===== src/rtl/fnsc_serial_adder_ctrl_pkg.sv =====
// Shared types and constants for the Fibonacci-numeral serial adder sequencer.
package fnsc_pkg;

  typedef enum logic [1:0] {
    IDLE = 2'd0,
    RUN  = 2'd1,
    DONE = 2'd2
  } state_e;

  // Combinational depth of the adder cell; kept so the sequencer can be pipelined later.
  localparam int unsigned FNSC_CELL_STAGES = 1;

endpackage


===== src/rtl/fnsc_serial_adder_ctrl_cell.sv =====
// Single-bit Fibonacci-numeral adder cell; err_flag routes around a faulty wire position.
module Adder_f02 (
  input  logic A_in,
  input  logic B_in,
  input  logic err_flag,
  output logic S_out,
  output logic B_out
);

  assign S_out = err_flag ? B_in : (A_in ^ B_in);
  assign B_out = err_flag ? A_in : B_in;

endmodule


===== src/rtl/fnsc_serial_adder_ctrl.sv =====
// Bit-serial sequencer stepping one Adder_f02 cell across an N-bit codeword
// with a per-position fault mask.
module fnsc_serial_adder_ctrl
  import fnsc_pkg::*;
#(
  parameter int unsigned N  = 16,
  parameter int unsigned CW = $clog2(N)
) (
  input  logic         clk,
  input  logic         rst_n,
  input  logic         cfg_we,
  input  logic [N-1:0] cfg_mask,
  output logic         cfg_rej,
  input  logic         in_valid,
  output logic         in_ready,
  input  logic [N-1:0] in_a,
  input  logic         in_b0,
  output logic         out_valid,
  input  logic         out_ready,
  output logic [N-1:0] out_s,
  output logic         out_b,
  output logic         busy
);

  localparam logic [CW-1:0] POS_LAST = CW'(N - 1);

  state_e        state;
  state_e        state_nxt;
  logic [N-1:0]  mask;
  logic [N-1:0]  a_sr;
  logic [N-1:0]  m_sr;
  logic [N-1:0]  s_reg;
  logic          b_reg;
  logic [CW-1:0] pos;
  logic          cfg_rej_q;

  logic          accept_c;
  logic          last_c;
  logic          cell_err_c;
  logic          cell_s_c;
  logic          cell_b_c;

  assign accept_c   = in_valid & (state == IDLE);
  assign last_c     = (pos == POS_LAST);
  assign cell_err_c = m_sr[0] & (state == RUN);

  Adder_f02 u_cell (
    .A_in     (a_sr[0]),
    .B_in     (b_reg),
    .err_flag (cell_err_c),
    .S_out    (cell_s_c),
    .B_out    (cell_b_c)
  );

  // State register
  always_ff @(posedge clk) begin
    if (!rst_n) state <= IDLE;
    else        state <= state_nxt;
  end

  // Next-state logic
  always_comb begin
    state_nxt = state;
    case (state)
      IDLE:    if (accept_c)  state_nxt = RUN;
      RUN:     if (last_c)    state_nxt = DONE;
      DONE:    if (out_ready) state_nxt = IDLE;
      default:                state_nxt = IDLE;
    endcase
  end

  // Datapath: mask config, operand shifting and result assembly
  always_ff @(posedge clk) begin
    if (!rst_n) begin
      mask      <= '0;
      a_sr      <= '0;
      m_sr      <= '0;
      s_reg     <= '0;
      b_reg     <= 1'b0;
      pos       <= '0;
      cfg_rej_q <= 1'b0;
    end else begin
      cfg_rej_q <= cfg_we & (state != IDLE);
      if (cfg_we && (state == IDLE)) mask <= cfg_mask;
      case (state)
        IDLE: begin
          if (in_valid) begin
            a_sr  <= in_a;
            b_reg <= in_b0;
            // Write-first: a same-cycle config write applies to the accepted word.
            m_sr  <= cfg_we ? cfg_mask : mask;
            pos   <= '0;
          end
        end
        RUN: begin
          s_reg[pos] <= cell_s_c;
          b_reg      <= cell_b_c;
          a_sr       <= a_sr >> 1;
          m_sr       <= m_sr >> 1;
          if (!last_c) pos <= pos + CW'(1);
        end
        default: ;
      endcase
    end
  end

  assign in_ready  = (state == IDLE);
  assign out_valid = (state == DONE);
  assign busy      = (state != IDLE);
  assign out_s     = s_reg;
  assign out_b     = b_reg;
  assign cfg_rej   = cfg_rej_q;

endmodule


===== config.mk =====
export PLATFORM = sky130hd
export DESIGN_NAME = fnsc_serial_adder_ctrl
export DESIGN_NICKNAME = d
export VERILOG_FILES = /design/src/rtl/fnsc_serial_adder_ctrl_pkg.sv /design/src/rtl/fnsc_serial_adder_ctrl_cell.sv /design/src/rtl/fnsc_serial_adder_ctrl.sv
export SDC_FILE = /design/constraint.sdc
export NUM_CORES = 1
export LEC_CHECK = 0
export ABC_AREA = 1
export CELL_PAD_IN_SITES_DETAIL_PLACEMENT = 1
export CELL_PAD_IN_SITES_GLOBAL_PLACEMENT = 1
export CORE_ASPECT_RATIO = 0.6
export CORE_MARGIN = 2
export CORE_UTILIZATION = 41
export CTS_CLUSTER_SIZE = 10
export DETAILED_ROUTE_END_ITERATION = 16
export PLACE_DENSITY_LB_ADDON = 0.1
export SYNTH_ARGS = -nofsm -noshare
export SYNTH_HDL_FRONTEND = slang
export SYNTH_SLANG_ARGS = --single-unit

===== constraint.sdc =====
create_clock -name clk -period 1.88 [get_ports clk]
set_input_delay 0.188 -clock clk [delete_from_list [all_inputs] [get_ports clk]]
set_output_delay 0.188 -clock clk [all_outputs]
set_load 0.01 [all_outputs]

==> results.sh <==
export IMPL_synthXorXnorAreaFrac_pct=0
export IMPL_synth_ff_type="dfxtp_1"
export IMPL_synth_edff_count=0
export IMPL_area_growth_pct=23.6
export IMPL_dpl_instance_area_um2=4300
export IMPL_num_io_pins=59
export IMPL_path_class="reg2out"
export IMPL_initial_core_util_pct=42.9
export IMPL_r2r_end="mask[11]$_SDFFE_PN0P_"
export IMPL_synthArstFlopShare_pct=0
export IMPL_cts_clk_slew_worst_paths_ps=50
export IMPL_setup_tns_ps=0
export IMPL_dp_hpwl_um=7180
export IMPL_ys_ff_latch=72
export IMPL_cts_root_buf="clkbuf_16"
export IMPL_worst_pin_slew_ps=729
export IMPL_die_w_um=127
export IMPL_cts_tree="done"
export IMPL_wl_per_cell_um=14.4
export IMPL_drc_errors=0
export IMPL_hold_path_depth=3
export IMPL_cp_end_kind="primary output"
export IMPL_synthMuxAreaShare_pct=0
export IMPL_avgSynthCellArea_um2=6.74
export IMPL_synthSimpleGateAreaFrac_pct=36.8
export IMPL_hold_path_class="in2reg"
export IMPL_worstHoldStart="in_a[15]"
export IMPL_detail_route_first_pass_iterations=4
export IMPL_design_area_um2=4590
export IMPL_place_congestion=0.760
export IMPL_critPathMaxStageDelay_ps=590
export IMPL_synth_warnings=0
export IMPL_power_static_leakage_nw=2.08
export IMPL_period_minus_slack_ps=1770
export IMPL_path_cells="nor2_4, clkdlybuf4s50_1"
export IMPL_cp_arrival_ps=1580
export IMPL_hold_viol_final=0
export IMPL_slew_viol_final=0
export IMPL_cp_max_fo=9
export IMPL_grt_overflow=0
export IMPL_r2r_start="state[0]$_SDFFE_PN0P_"
export IMPL_worst_r2r_cell_count=5
export IMPL_yosysUniqueCellTypes=28
export IMPL_row_count=26
export IMPL_grt_max_degree=52
export IMPL_clkSinkCount=72
export IMPL_coreArea_um2=8650
export IMPL_powerDensity_nw_per_um2=867
export IMPL_die_area_um2=9860
export IMPL_grt_pass1_vias=3652
export IMPL_crit_required_ps=1690
export IMPL_ys_seq_area_share_pct=38.8
export IMPL_rsz0062_at_grt="no"
export IMPL_grt_pass1_wl_um=17500
export IMPL_ant_nets=0
export IMPL_cts_buffer_depth=2
export IMPL_syn_area_um2=3710
export IMPL_setup_violations=0
export IMPL_status="completed"
export IMPL_finalNetCount=642
export IMPL_portBuffers=58
export IMPL_skew_ps=4.83
export IMPL_slew_headroom_pct=51.3
export IMPL_antenna_found_initial=0
export IMPL_fin_crit_sh_pct=94.0
export IMPL_numCtsBuffers=9
export IMPL_drt_iter0_drc=182
export IMPL_reg2reg_slack_ps=420
export IMPL_synth_top_family_by_area="simple AND/OR/NAND/NOR gates"
export IMPL_drive_gt1_share_pct=12.6
export IMPL_grt_total_usage_pct=22.3
export IMPL_cp_slowest_cell="clkdlybuf4s50_1"
export IMPL_vias=3482
export IMPL_htreeDepth=3
export IMPL_irDropWorstVdd_mv=0.525
export IMPL_viasPerCell=4.86
export IMPL_max_cap_viol_count=0
export IMPL_antennaDiodeCount=0
export IMPL_synth_fa_ha_area_share_pct=1.35
export IMPL_syn_inst=551
export IMPL_min_to="a_sr[15]$_SDFFE_PN0P_"
export IMPL_fin_cells=717
export IMPL_wl_um=10300
export IMPL_synth_compound_area_share_pct=11.0
export IMPL_worstSkewPairLatency_ps=330
export IMPL_start_kind="flop"
export IMPL_dp_cells=701
export IMPL_die_y_um=77.7
export IMPL_clock_fmax_mhz=566
export IMPL_syn_num_nets=593
state kept, by name, summed over array words and instances (netlist names):
signal,flops
m_sr,16
state,2
mask,16
pos,4
out_s,16
out_b,1
a_sr,16
cfg_rej,1
synthesized netlist by cell type (8+ instances only):
cell | n | area share [%]
a21oi_1 | 24 | 3.2
buf_6 | 9 | 2.7
clkbuf_1 | 8 | 0.81
dfxtp_1 | 72 | 39
inv_1 | 61 | 6.2
nand2_1 | 161 | 16
nand3_2 | 16 | 4.3
nor2_1 | 92 | 9.3
nor2_2 | 20 | 3.4
o21ai_0 | 35 | 4.7
o21ai_1 | 14 | 1.9
layer usage:
| metal | wire length (um) | track usage [%] | vias up |
|---|---|---|---|
| li1 | - | - | 1783 |
| met1 | 5240 | 29.1 | 1645 |
| met2 | 4680 | 37.4 | 43 |
| met3 | 305 | 4.76 | 11 |
| met4 | 102 | 6.81 | 0 |
| met5 | 0 | 0 | - |
logic make-up after synthesis:
kind of cell,Yosys count
adder cells (fa/ha/maj),4
flip-flops,72
AO/OA/AOI/OAI,77
buffers and inverters,92
AND/OR/NAND/NOR,306
stage by stage:
step / hold WS (ps) / worst slack (ps) / total power, mW / utilization (%)
5_1_grt: 466 / 56.9 / 4.17 / 53.0
6_report: 453 / 113 / 3.98 / 53.0
2_1_floorplan: 326 / 656 / 2.17 / -
3_3_place_gp: 434 / 280 / 2.34 / 49.7
3_5_place_dp: 452 / 208 / 2.37 / 49.7
4_1_cts: 440 / 111 / 4.03 / 53.0
where the power goes:
part	switching, mW	total, mW	internal, mW
logic	0.387	0.640	0.253
clock network	0.643	1.64	0.995
registers	0.0695	1.70	1.63
total	1.10	3.98	2.88
area by class of cell:
type | instances | area (um2)
fillers | 1134 | 4060
multi-input cells | 387 | 1820
flip-flops and latches | 72 | 1440
repair buffers | 65 | 646
clock buffers | 13 | 270
inverters | 65 | 251
well taps | 112 | 140
clock inverters | 3 | 15.0
layout by cell type, fill, tap and decap left out, types with 3 or more instances in the layout:
master	n
a21oi_1	24
buf_4	6
clkbuf_16	9
clkbuf_8	3
clkdlybuf4s50_1	58
clkinv_2	3
dfxtp_1	70
ha_1	4
inv_1	61
nand2_1	161
nand2_2	3
nand2_4	3
nand3_1	7
nand3_2	16
nor2_1	92
nor2_2	20
o21ai_0	35
o21ai_1	14
critical path, delay by kind of cell (launching register included):
kind	cells	cell delay (ps)
simple gates	1	260
flops	1	400
buf+inv	1	590
worst max-delay path by stage:
| stage | slack (ps) | cells past startpoint | end | from |
|---|---|---|---|---|
| 3_5_place_dp | 210 | 9 | m_sr[10]$_SDFFE_PN0P_ | cfg_we |
| 3_3_place_gp | 280 | 5 | m_sr[0]$_SDFFE_PN0P_ | rst_n |
| 6_report | 110 | 2 | in_ready | state[0]$_SDFFE_PN0P_ |
| 4_1_cts | 110 | 2 | in_ready | state[0]$_SDFFE_PN0P_ |
| 2_1_floorplan | 660 | 9 | out_s[0]$_SDFFE_PN0P_ | state[0]$_SDFFE_PN0P_ |
| 5_1_grt | 60 | 3 | out_valid | state[1]$_SDFFE_PN0P_ |
what timing repair did:
item,in CTS,in global routing
hold buffers,0,0
endpoints found under the setup margin,2,0
buffers inserted,0,0
resized for setup,2,0
No activity file was read; power rests on OpenSTA's default activity.
